### src/rtl/uart_pkg.sv
// uart_pkg: shared state encodings and data width for the button-driven UART transmitter.
// Revision: 1.0
`timescale 1ns/1ps
`default_nettype none

package uart_pkg;

  localparam int UART_DW = 8;

  localparam logic [2:0] ST_IDLE   = 3'd0;
  localparam logic [2:0] ST_START  = 3'd1;
  localparam logic [2:0] ST_DATA   = 3'd2;
  localparam logic [2:0] ST_STOP   = 3'd3;
  localparam logic [2:0] ST_PARITY = 3'd4;

  typedef enum logic [2:0] {
    S_IDLE   = ST_IDLE,
    S_START  = ST_START,
    S_DATA   = ST_DATA,
    S_STOP   = ST_STOP,
    S_PARITY = ST_PARITY
  } uart_state_e;

  function automatic logic even_parity(input logic [UART_DW-1:0] d);
    return ^d;
  endfunction

endpackage

`default_nettype wire

### src/rtl/sync_fifo.sv
// sync_fifo: single-clock FIFO with occupancy count; a pop frees a slot for a same-edge push.
// Revision: 1.0
`timescale 1ns/1ps
`default_nettype none

module sync_fifo #(
  parameter int WIDTH = 8,
  parameter int DEPTH = 4
) (
  input  logic                     clk,
  input  logic                     rst,
  input  logic                     push_i,
  input  logic [WIDTH-1:0]         wdata_i,
  input  logic                     pop_i,
  output logic [WIDTH-1:0]         rdata_o,
  output logic                     full_o,
  output logic                     empty_o,
  output logic [$clog2(DEPTH):0]   count_o
);

  localparam int AW = $clog2(DEPTH);

  logic [WIDTH-1:0] mem_q [DEPTH];
  logic [AW-1:0]    wr_ptr_q;
  logic [AW-1:0]    rd_ptr_q;
  logic [AW:0]      cnt_q;
  logic             do_push;
  logic             do_pop;

  assign empty_o = (cnt_q == '0);
  assign full_o  = (cnt_q == (AW+1)'(DEPTH));
  assign do_pop  = pop_i & ~empty_o;
  assign do_push = push_i & (~full_o | do_pop);
  assign rdata_o = mem_q[rd_ptr_q];
  assign count_o = cnt_q;

  // DEPTH is a power of two, so pointers wrap naturally.
  always_ff @(posedge clk or negedge rst) begin
    if (!rst) begin
      wr_ptr_q <= '0;
      rd_ptr_q <= '0;
      cnt_q    <= '0;
    end else begin
      if (do_push) wr_ptr_q <= wr_ptr_q + AW'(1);
      if (do_pop)  rd_ptr_q <= rd_ptr_q + AW'(1);
      case ({do_push, do_pop})
        2'b10:   cnt_q <= cnt_q + (AW+1)'(1);
        2'b01:   cnt_q <= cnt_q - (AW+1)'(1);
        default: cnt_q <= cnt_q;
      endcase
    end
  end

  always_ff @(posedge clk) begin
    if (do_push) mem_q[wr_ptr_q] <= wdata_i;
  end

endmodule

`default_nettype wire

### src/rtl/btn_uart_tx.sv
// btn_uart_tx: queues switch bytes on each press pulse and sends them as 8N1 UART frames.
// Revision: 1.0. Define BTN_UART_PARITY_EN for 8E1 frames with an even parity bit.
`timescale 1ns/1ps
`default_nettype none

module btn_uart_tx
  import uart_pkg::*;
#(
  parameter int CLK_FREQ   = 100000000,
  parameter int BAUD       = 9600,
  parameter int FIFO_DEPTH = 4
) (
  input  logic                          clk,
  input  logic                          rst,
  input  logic                          press,
  input  logic [UART_DW-1:0]            sw_data,
  output logic                          tx,
  output logic                          busy,
  output logic [$clog2(FIFO_DEPTH):0]   fifo_cnt,
  output logic                          overflow
);

  localparam int DIV = CLK_FREQ / BAUD;
  localparam int BW  = (DIV > 1) ? $clog2(DIV) : 1;
  localparam logic [BW-1:0] BAUD_LAST = BW'(DIV - 1);

  uart_state_e        state_q;
  logic [BW-1:0]      baud_q;
  logic [2:0]         bit_q;
  logic [UART_DW-1:0] shift_q;
  logic               tx_q;
  logic               overflow_q;
`ifdef BTN_UART_PARITY_EN
  logic               parity_q;
`endif

  logic               pop;
  logic               fifo_full;
  logic               fifo_empty;
  logic [UART_DW-1:0] fifo_rdata;
  logic               baud_done;

  assign pop       = (state_q == S_IDLE) & ~fifo_empty;
  assign baud_done = (baud_q == BAUD_LAST);

  sync_fifo #(
    .WIDTH (UART_DW),
    .DEPTH (FIFO_DEPTH)
  ) u_fifo (
    .clk     (clk),
    .rst     (rst),
    .push_i  (press),
    .wdata_i (sw_data),
    .pop_i   (pop),
    .rdata_o (fifo_rdata),
    .full_o  (fifo_full),
    .empty_o (fifo_empty),
    .count_o (fifo_cnt)
  );

  // tx_q always takes the level of the state being entered, so the line never glitches.
  always_ff @(posedge clk or negedge rst) begin
    if (!rst) begin
      state_q <= S_IDLE;
      baud_q  <= '0;
      bit_q   <= '0;
      shift_q <= '0;
      tx_q    <= 1'b1;
`ifdef BTN_UART_PARITY_EN
      parity_q <= 1'b0;
`endif
    end else begin
      case (state_q)
        S_IDLE: begin
          tx_q <= 1'b1;
          if (!fifo_empty) begin
            shift_q <= fifo_rdata;
            baud_q  <= '0;
            bit_q   <= '0;
            tx_q    <= 1'b0;
            state_q <= S_START;
`ifdef BTN_UART_PARITY_EN
            parity_q <= even_parity(fifo_rdata);
`endif
          end
        end
        S_START: begin
          if (baud_done) begin
            baud_q  <= '0;
            bit_q   <= '0;
            tx_q    <= shift_q[0];
            state_q <= S_DATA;
          end else begin
            baud_q <= baud_q + BW'(1);
          end
        end
        S_DATA: begin
          if (baud_done) begin
            baud_q  <= '0;
            shift_q <= shift_q >> 1;
            if (bit_q == 3'd7) begin
`ifdef BTN_UART_PARITY_EN
              tx_q    <= parity_q;
              state_q <= S_PARITY;
`else
              tx_q    <= 1'b1;
              state_q <= S_STOP;
`endif
            end else begin
              bit_q <= bit_q + 3'd1;
              tx_q  <= shift_q[1];
            end
          end else begin
            baud_q <= baud_q + BW'(1);
          end
        end
`ifdef BTN_UART_PARITY_EN
        S_PARITY: begin
          if (baud_done) begin
            baud_q  <= '0;
            tx_q    <= 1'b1;
            state_q <= S_STOP;
          end else begin
            baud_q <= baud_q + BW'(1);
          end
        end
`endif
        S_STOP: begin
          if (baud_done) begin
            baud_q  <= '0;
            tx_q    <= 1'b1;
            state_q <= S_IDLE;
          end else begin
            baud_q <= baud_q + BW'(1);
          end
        end
        default: begin
          tx_q    <= 1'b1;
          state_q <= S_IDLE;
        end
      endcase
    end
  end

  // A push while full is only lost when the FSM is not popping on the same edge.
  always_ff @(posedge clk or negedge rst) begin
    if (!rst) overflow_q <= 1'b0;
    else      overflow_q <= press & fifo_full & ~pop;
  end

  assign tx       = tx_q;
  assign overflow = overflow_q;
  assign busy     = (state_q != S_IDLE) | (fifo_cnt != '0);

endmodule

`default_nettype wire

### config.mk
export PLATFORM = sky130hd
export DESIGN_NAME = btn_uart_tx
export DESIGN_NICKNAME = d
export VERILOG_FILES = /design/src/rtl/uart_pkg.sv /design/src/rtl/sync_fifo.sv /design/src/rtl/btn_uart_tx.sv
export SDC_FILE = /design/constraint.sdc
export NUM_CORES = 1
export LEC_CHECK = 0
export BUFFER_PORTS_ARGS = -buffer_cell sky130_fd_sc_hd__buf_2
export CAP_MARGIN = 25
export CORE_MARGIN = 4
export CORE_UTILIZATION = 50
export CTS_CLUSTER_SIZE = 10
export DETAILED_ROUTE_END_ITERATION = 16
export PLACE_DENSITY = 0.66
export SYNTH_ARGS = -nofsm -noshare
export SYNTH_HDL_FRONTEND = slang
export SYNTH_SLANG_ARGS = --single-unit
### constraint.sdc
create_clock -name clk -period 3.9 [get_ports clk]
set_input_delay 0.78 -clock clk [delete_from_list [all_inputs] [get_ports clk]]
set_output_delay 0.78 -clock clk [all_outputs]
set_load 0.02 [all_outputs]
Word-level counts from Yosys, hierarchy flattened
Memories as Yosys holds them, arrays and structs flattened.
Index checks and enable logic that the tools add are counted.
Cells by class
  add/subtract/negate cells: 6
  equality and inequality tests: 14
  multiplexer cells: 25
  bitwise logic cells: 10
  reduce and logical (&&, ||, !) cells: 14
Operator list (number)
  14-bit 2-to-1 mux: 2
  14-bit one-hot mux with 2 select lines: 1
  3-bit 2-to-1 mux: 8
  8-bit 2-to-1 mux: 2
  8-bit one-hot mux with 2 select lines: 1
  14-bit by 1-bit adder with 14-bit output (second input constant): 1
  14-bit == test (second input constant): 1
  2-bit != test (second input constant): 6
  3-bit one-hot mux with 4 select lines: 1
  5-bit AND reduction: 2
  3-bit one-hot mux with 3 select lines: 1
  3-bit nonzero test: 3
  1-bit 2-to-1 mux: 7
  3-bit by 1-bit adder with 3-bit output (second input constant): 2
  3-bit by 2-bit == test with 1-bit output (second input constant): 2
  3-bit == test (second input constant): 2
  3-bit logical NOT: 2
  3-bit one-hot mux with 2 select lines: 1
  3-bit AND reduction: 2
  2-bit nonzero test: 3
  1-bit AND: 5
  2-bit by 1-bit adder with 2-bit output (second input constant): 2
  1-bit one-hot mux with 4 select lines: 1
  3-bit by 1-bit == test with 1-bit output (second input constant): 1
  7 further kinds: 10
Storage, ports and cells
  bits in registers: 37
  memory bits (writable): 32
  bits of input ports: 11
  word-level logic and storage cells: 79
  memories kept: 1
Memories
  u_fifo.mem_q: depth 4, bits a word 8, rd ports 1, clocked after memory_dff 0, wr ports 1, RTL line sync_fifo.sv:23  | logic [WIDTH-1:0] mem_q [DEPTH];

Logic depth before layout (Yosys ltp)
Gate-level depths: netlist (run 1).
  word-level depth: 8
  mapped depth: 10
  depth with buffers taken out: 9

By module
From an unflattened synthesis (run 1), not the netlist that was laid out.
Second synthesis, totals
  cell total of the unflattened synthesis: 251
  area total of the unflattened synthesis: 3344.5 µm²
By module, submodules not included
  btn_uart_tx: times used 1, cells an instance 157, area an instance 1675.4 µm², seq. area each 726.9 µm²
  sync_fifo: times used 1, cells an instance 94, area an instance 1669.1 µm², seq. area each 1136.1 µm²

Worst setup path before layout (run 1)
Ideal clock, no wire load.
  path kind: register -> output
  start point: register state_q[0]
  end point: output port busy
  arrival: 1.521 ns
  slack: 1.599 ns
  cell stages (with the launch flop): 7
  buffers on the path: 2
  path through: dfrtp_1 -> inv_1 -> ha_1 -> buf_4 -> nor4b_4 -> inv_2 -> clkbuf_1
Between the ends
  cells in the longest elaborated chain, start to end: 2
RTL lines
  from (decl): RTL line btn_uart_tx.sv:27  | uart_state_e state_q;
  from (signal assigned): RTL line btn_uart_tx.sv:64  | state_q <= S_IDLE;
  from (signal assigned): RTL line btn_uart_tx.sv:81  | state_q <= S_START;
  from (signal assigned): RTL line btn_uart_tx.sv:92  | state_q <= S_DATA;
  3-bit nonzero test: RTL line btn_uart_tx.sv:153  | assign busy = (state_q != S_IDLE) | (fifo_cnt != '0);
  1-bit OR: RTL line btn_uart_tx.sv:153
  to (decl): RTL line btn_uart_tx.sv:18  | output logic busy,
Every way passes these cells.

Worst setup path after layout (run 1)
  start point: register state_q[1]
  end point: output port busy
The elaborated chain is that of the path after synthesis.

==> results of run 1 <==
## power groups by stage
| stage | registers, mW | logic (mW) | clock network, mW |
|---|---|---|---|
| final | 1.12 | 0.877 | 0.597 |
| after global routing | 1.15 | 0.986 | 0.650 |
| after CTS | 1.12 | 0.894 | 0.613 |
| after detailed placement | 1.13 | 0.890 | 0 |
| after global placement | 1.13 | 0.883 | 0 |
| after floorplan | 1.08 | 0.738 | 0 |
## critical path, delay by kind of cell (launching register included)
kind | cells | cell delay, ns
AND/OR/NAND/NOR | 1 | 0.61
buffers and inverters | 3 | 0.60
adder cells (fa/ha/maj) | 1 | 0.53
flip-flops | 1 | 0.43
## metrics by stage
| stage | setup WS [ns] | util | cell area (um2) | instances |
|---|---|---|---|---|
| 2_1_floorplan | 1.60 | - | 3180 | 237 |
| 3_3_place_gp | 1.09 | 0.545 | 3300 | 318 |
| 3_5_place_dp | 0.944 | 0.545 | 3300 | 318 |
| 4_1_cts | 0.546 | 0.579 | 3510 | 334 |
| 5_1_grt | 0.353 | 0.579 | 3510 | 334 |
| 6_report | 0.587 | 0.579 | 3510 | 334 |
## cell families after synthesis
kind of cell,after synthesis
multiplexers,28
AO/OA/AOI/OAI,40
buffers and inverters,22
AND/OR/NAND/NOR,61
flip-flops,68
XOR/XNOR,5
adder cells (fa/ha/maj),13
## worst min path at each step
stage | startpoint | end | slack [ns] | depth (start not counted)
2_1_floorplan | shift_q[2]$_DFFE_PN0P_ | shift_q[2]$_DFFE_PN0P_ | 0.47 | 1
3_3_place_gp | shift_q[2]$_DFFE_PN0P_ | shift_q[2]$_DFFE_PN0P_ | 0.48 | 1
3_5_place_dp | shift_q[2]$_DFFE_PN0P_ | shift_q[2]$_DFFE_PN0P_ | 0.49 | 1
4_1_cts | shift_q[2]$_DFFE_PN0P_ | shift_q[2]$_DFFE_PN0P_ | 0.51 | 1
5_1_grt | shift_q[3]$_DFFE_PN0P_ | shift_q[3]$_DFFE_PN0P_ | 0.53 | 1
6_report | shift_q[2]$_DFFE_PN0P_ | shift_q[2]$_DFFE_PN0P_ | 0.50 | 1
## layout make-up
class,count,share of cell area
Clock buffer,9,0.0353
Clock inverter,7,0.0232
Inverter,12,0.0128
Multi-Input combinational cell,147,0.348
Sequential cell,68,0.531
Tap cell,75,0.0267
Timing Repair Buffer,16,0.0228
## Yosys cell counts, types with 4 or more instances
| cell | n |
|---|---|
| edfxtp_1 | 32 |
| and2_1 | 5 |
| dfrtp_1 | 35 |
| xnor2_1 | 4 |
| nand3_1 | 5 |
| o21ai_0 | 13 |
| mux4_2 | 8 |
| inv_1 | 11 |
| a21oi_1 | 9 |
| nor3_1 | 8 |
| ha_1 | 12 |
| and3_1 | 4 |
| clkbuf_1 | 6 |
| nor2_1 | 9 |
| a22o_1 | 5 |
| nand2_1 | 13 |
| mux2_2 | 17 |
| a31oi_1 | 4 |
## flip-flops by register name (all words and copies together) (netlist names)
name	count
u_fifo.mem_q	32
baud_q	14
shift_q	8
bit_q	3
u_fifo.count_o	3
state_q	2
u_fifo.rd_ptr_q	2
u_fifo.wr_ptr_q	2
overflow	1
tx	1
## per-layer routing
layer / GRT usage / routed length [um] / vias up
li1: - / - / 919
met1: 0.229 / 2550 / 944
met2: 0.238 / 2480 / 50
met3: 0.0555 / 298 / 8
met4: 0.0711 / 74 / 0
met5: 0 / 0 / -
==> qor.yml, run 1 <==
setup_path:
  setup.worst_path.end: "busy"
  path_max_fanout: 17
  reg2reg_from: "state_q[1]$_DFFE_PN0P_"
  worst-r2r-cell-count: 8
  end_kind: "output port"
  cp_slowest_stage_delay_ns: 0.61
  crit_chain: "inv_1 > ha_1 > nor4b_4 > inv_2 > buf_2"
  crit_slowest_cell: "nor4b_4"
  cp-startpoint: "state_q[1]$_DFFE_PN0P_"
  setup.worst_path.class: "register to output port"
  cp-start-kind: "register"
  critPathRequiredTime_ns: 3.12
  cp_data_arrival_time_ns: 2.53
  worstReg2RegEnd: "u_fifo.count_o[1]$_DFFE_PN0P_"
  worst-r2r-setup-slack_ns: 0.97
sta:
  relSlewSlack: 0.457
  worst_slew_pin_slew_ns: 0.814
  maxSlewViolCount: 0
  tns_ns: 0
  rsz0062_at_grt: "no"
  skew_ns: 0.00962
  hold_slack_ns: 0.504
  fmax_ghz: 0.302
  setup_viol: 0
  hold_violations: 0
  period_share: 0.850
  period_needed_ns: 3.31
die:
  die_h_um: 87.7
  io_pins: 17
  die-area_um2: 7700
  die_w_um: 87.7
  core-area_um2: 6060
  rows: 28
  start_util: 0.524
power_and_ir_drop:
  internal-power_mw: 1.70
  power_frac_seq: 0.431
  ir_drop_mv: 0.446
  p_sw_mw: 0.888
  combPwrFrac: 0.339
  powerDensity_nw_per_um2: 738
  p_total_mw: 2.59
  leakage_nw: 1.40
  swShare: 0.343
  clkPwrFrac: 0.230
cts:
  cts_buffer_depth: 2
  cts_htree_levels: 3
  clk_latency_ns: 0.35
  numCtsBuffers: 9
  cts_hold_buffers: 0
  tritoncts: "yes"
  cts-root-buf: "clkbuf_8"
  cts_resized: 0
  clock-sinks: 68
  cts_setup_buffers: 0
  clkTransAtPathRegs_ns: 0.08
route:
  drc_errors: 0
  vias: 1921
  drtIter0Drc: 133
  wl_per_cell_um: 16.2
  routed_wl_mm: 5.40
  ant_nets: 0
  viasPerCell: 5.75
  drt-pass1-iter-count: 4
synth:
  synth-compound-area-share: 0.0783
  yosys_register_bits: 68
  synth_seq_area_share: 0.586
  synthSimpleGateAreaFrac: 0.111
  yosys.area.top_type: "edfxtp_1"
  dominantRegCellSynth: "dfrtp_1"
  syn_nets: 261
  synthAdderAreaFrac: 0.0535
  synth_top_family_by_area: "multiplexers"
  synth_warnings: 0
  muxShareOfSynthArea: 0.128
  synth-xor-area-share: 0.0138
  synthArstFlopShare: 0.529
  synth_cell_types: 45
  synthDominantCellAreaShare: 0.302
  syn_avg_cell_area_um2: 13.4
  synthesis.area_um2: 3180
  syn_inst: 237
  netlist_top_cells_area: "edfxtp_1, dfrtp_1, mux2_2, mux4_2, ha_1"
  synth_edf_count: 32
finish:
  final_cell_mix: "dfrtp_1, edfxtp_1, mux2_2, buf_2"
  multi_input_area_um2: 1220
  antenna_cells: 0
  nFillCells: 502
  seq_area_um2: 1860
  areaGrowthSynthToFinish_pct: 10.4
  nets: 278
  final_common_cell: "dfrtp_1"
  drive_gt1_frac: 0.247
placed_design:
  place_congestion: 0.800
  io_buffers: 16
  dp_hpwl_mm: 3.66
global_routing:
  grt_start_max_net_pins: 37
  overflow: 0
  grt_pass1_wl_mm: 9.34
  grt_pass1_vias: 1898
  track_usage: 0.165
  antenna_found_initial: 0
status:
  outcome: "completed"
min_path:
  hold_class: "register to register"
flow_run:
  max_cap_viol_count: 0
Power figures use the tool's default switching activity.
==> run 2, diff against run 1 <==
Settings changed: PLACE_DENSITY 0.66 to 0.69.
Clock period 3.9 ns to 2.7 ns, I/O delays scaled along.
==> run 2 against run 1 <==
Via count decreased by 0.99%. Non-clock buffer count increased by 5. Global-route usage decreased by 0.41 points. Critical endpoint unchanged. Largest cell class unchanged. Highest routed layer unchanged.
==> qor.yml, run 2 (synthesized netlist as in run 1, its figures left out) <==
sta:
  period_needed_ns: 2.31
  relSlewSlack: 0.463  # +0.00554
  worst_slew_pin_slew_ns: 0.806  # -0.00831 ns
  hold_violations: 0  # unchanged
  tns_ns: 0  # unchanged
  setup_viol: 0  # unchanged
  skew_ns: 0.00878  # -0.000840 ns
  fmax_ghz: 0.433
  period_share: 0.856
  rsz0062_at_grt: "no"
  hold_slack_ns: 0.286  # -0.218 ns
  maxSlewViolCount: 0  # unchanged
  setup_ws_ns: 0.389  # -0.197 ns
setup_path:
  cp_data_arrival_time_ns: 1.77  # -0.76 ns
  critPathRequiredTime_ns: 2.16  # -0.96 ns
  path_max_fanout: 14  # -3
  cp-start-kind: "register"
  crit_chain: "inv_1 > ha_1 > nor4b_4 > inv_2 > buf_4 > buf_2"
  path_buf_inv: 4  # +1
  setup.worst_path.class: "register to output port"
  cp_top_family: "buffers and inverters"
  cp_slowest_stage_delay_ns: 0.43  # -0.18 ns
  crit_slowest_cell: "dfrtp_1"
  end_kind: "output port"
flow_run:
  max_cap_viol_count: 0  # unchanged
placed_design:
  dp_slack_ns: 0.490  # -0.454 ns
  io_buffers: 16  # unchanged
  place_congestion: 0.793  # -0.89%
  dp_hpwl_mm: 3.67  # +0.39%
  dp_cells: 323  # +1.6%
route:
  routed_wl_mm: 5.41  # +0.17%
  drtIter0Drc: 124  # -6.8%
  wl_per_cell_um: 15.9  # -1.3%
  ant_nets: 0  # unchanged
  drt-pass1-iter-count: 4  # unchanged
  viasPerCell: 5.61  # -2.4%
  vias: 1902  # -0.99%
  drc_errors: 0  # unchanged
finish:
  multi_input_area_um2: 1220  # unchanged
  antenna_cells: 0  # unchanged
  largest_reg_flops: 32  # unchanged
  nFillCells: 477  # -5.0%
  areaGrowthSynthToFinish_pct: 11.4
  final_common_cell: "dfrtp_1"
  drive_gt1_frac: 0.261  # +0.0143
  top_register: "u_fifo.mem_q"
  stdcell_count: 339  # +1.5%
  reg_top3: "u_fifo.mem_q: 32 flops, baud_q: 14 flops, shift_q: 8 flops"
  nets: 283  # +1.8%
  final_cell_mix: "dfrtp_1, edfxtp_1, mux2_2, buf_2"
  seq_area_um2: 1860  # unchanged
cts:
  cts_htree_levels: 3  # unchanged
  cts-root-buf: "clkbuf_8"
  clkTransAtPathRegs_ns: 0.08  # about the same
  clk_latency_ns: 0.34  # about the same
  cts_setup_buffers: 0  # unchanged
  cts_buffer_depth: 2  # unchanged
  cts_resized: 0  # unchanged
  cts_hold_buffers: 0  # unchanged
  tritoncts: "yes"
  clock-sinks: 68  # unchanged
  numCtsBuffers: 9  # unchanged
power_and_ir_drop:
  powerDensity_nw_per_um2: 1060  # +44%
  ir_drop_mv: 0.620  # +39%
  leakage_nw: 1.42  # +1.0%
status:
  outcome: "completed"
die:
  die-area_um2: 7700  # unchanged
  rows: 28  # unchanged
  io_pins: 17  # unchanged
  start_util: 0.524  # unchanged
  core-area_um2: 6060  # unchanged
  die_w_um: 87.7  # unchanged
  die_h_um: 87.7  # unchanged
min_path:
  hold_class: "input pin to async pin"
global_routing:
  overflow: 0  # unchanged
  track_usage: 0.161  # -0.00406
  antenna_found_initial: 0  # unchanged
  grt_pass1_wl_mm: 9.16  # -1.9%
  grt_start_max_net_pins: 37  # unchanged
  grt_pass1_vias: 1881  # -0.90%
-- run 2: metal layers --
metal,global-route usage,vias up,share of wire
li1,-,928,-
met1,0.233,918,0.49
met2,0.227,45,0.44
met3,0.0310,11,0.042
met4,0.0921,0,0.023
met5,0,-,0
-- run 2: where the power goes --
group | leakage, nW | switching, mW | internal (mW)
Combinational | 0.576 | 0.660 | 0.671
Sequential | 0.751 | 0.222 | 1.38
Clock | 0.0918 | 0.397 | 0.429
Total | 1.42 | 1.28 | 2.48
-- run 2: path summary, 6_finish.rpt --
path | to | cells after the start | startpoint | slack, ns
max in group asynchronous | baud_q[5]$_DFFE_PN0P_ | 1 | rst | 1.90
setup reg to reg | u_fifo.count_o[2]$_DFFE_PN0P_ | 9 | state_q[0]$_DFFE_PN0P_ | 0.48
hold / removal | shift_q[6]$_DFFE_PN0P_ | 1 | rst | 0.29
setup / recovery | busy | 6 | state_q[0]$_DFFE_PN0P_ | 0.39
hold reg to reg | shift_q[2]$_DFFE_PN0P_ | 1 | shift_q[2]$_DFFE_PN0P_ | 0.51
min in group clk | u_fifo.mem_q[2][2]$_DFFE_PP_ | 1 | sw_data[2] | 0.41
-- run 2: layout make-up --
class / instances / share of cell area
clock buffer: 9 / 0.0350
clock inverter: 7 / 0.0212
tap: 75 / 0.0265
multi-input combinational: 147 / 0.345
inverter: 12 / 0.0127
timing repair buffer: 21 / 0.0332
sequential: 68 / 0.526
-- run 2: metrics by stage --
stage	power (mW)	util	area, um2
floorplan	2.63	-	3180
global placement	2.93	0.551	3340
detailed placement	2.97	0.551	3340
CTS	3.80	0.584	3540
global route	4.02	0.584	3540
finish	3.76	0.584	3540
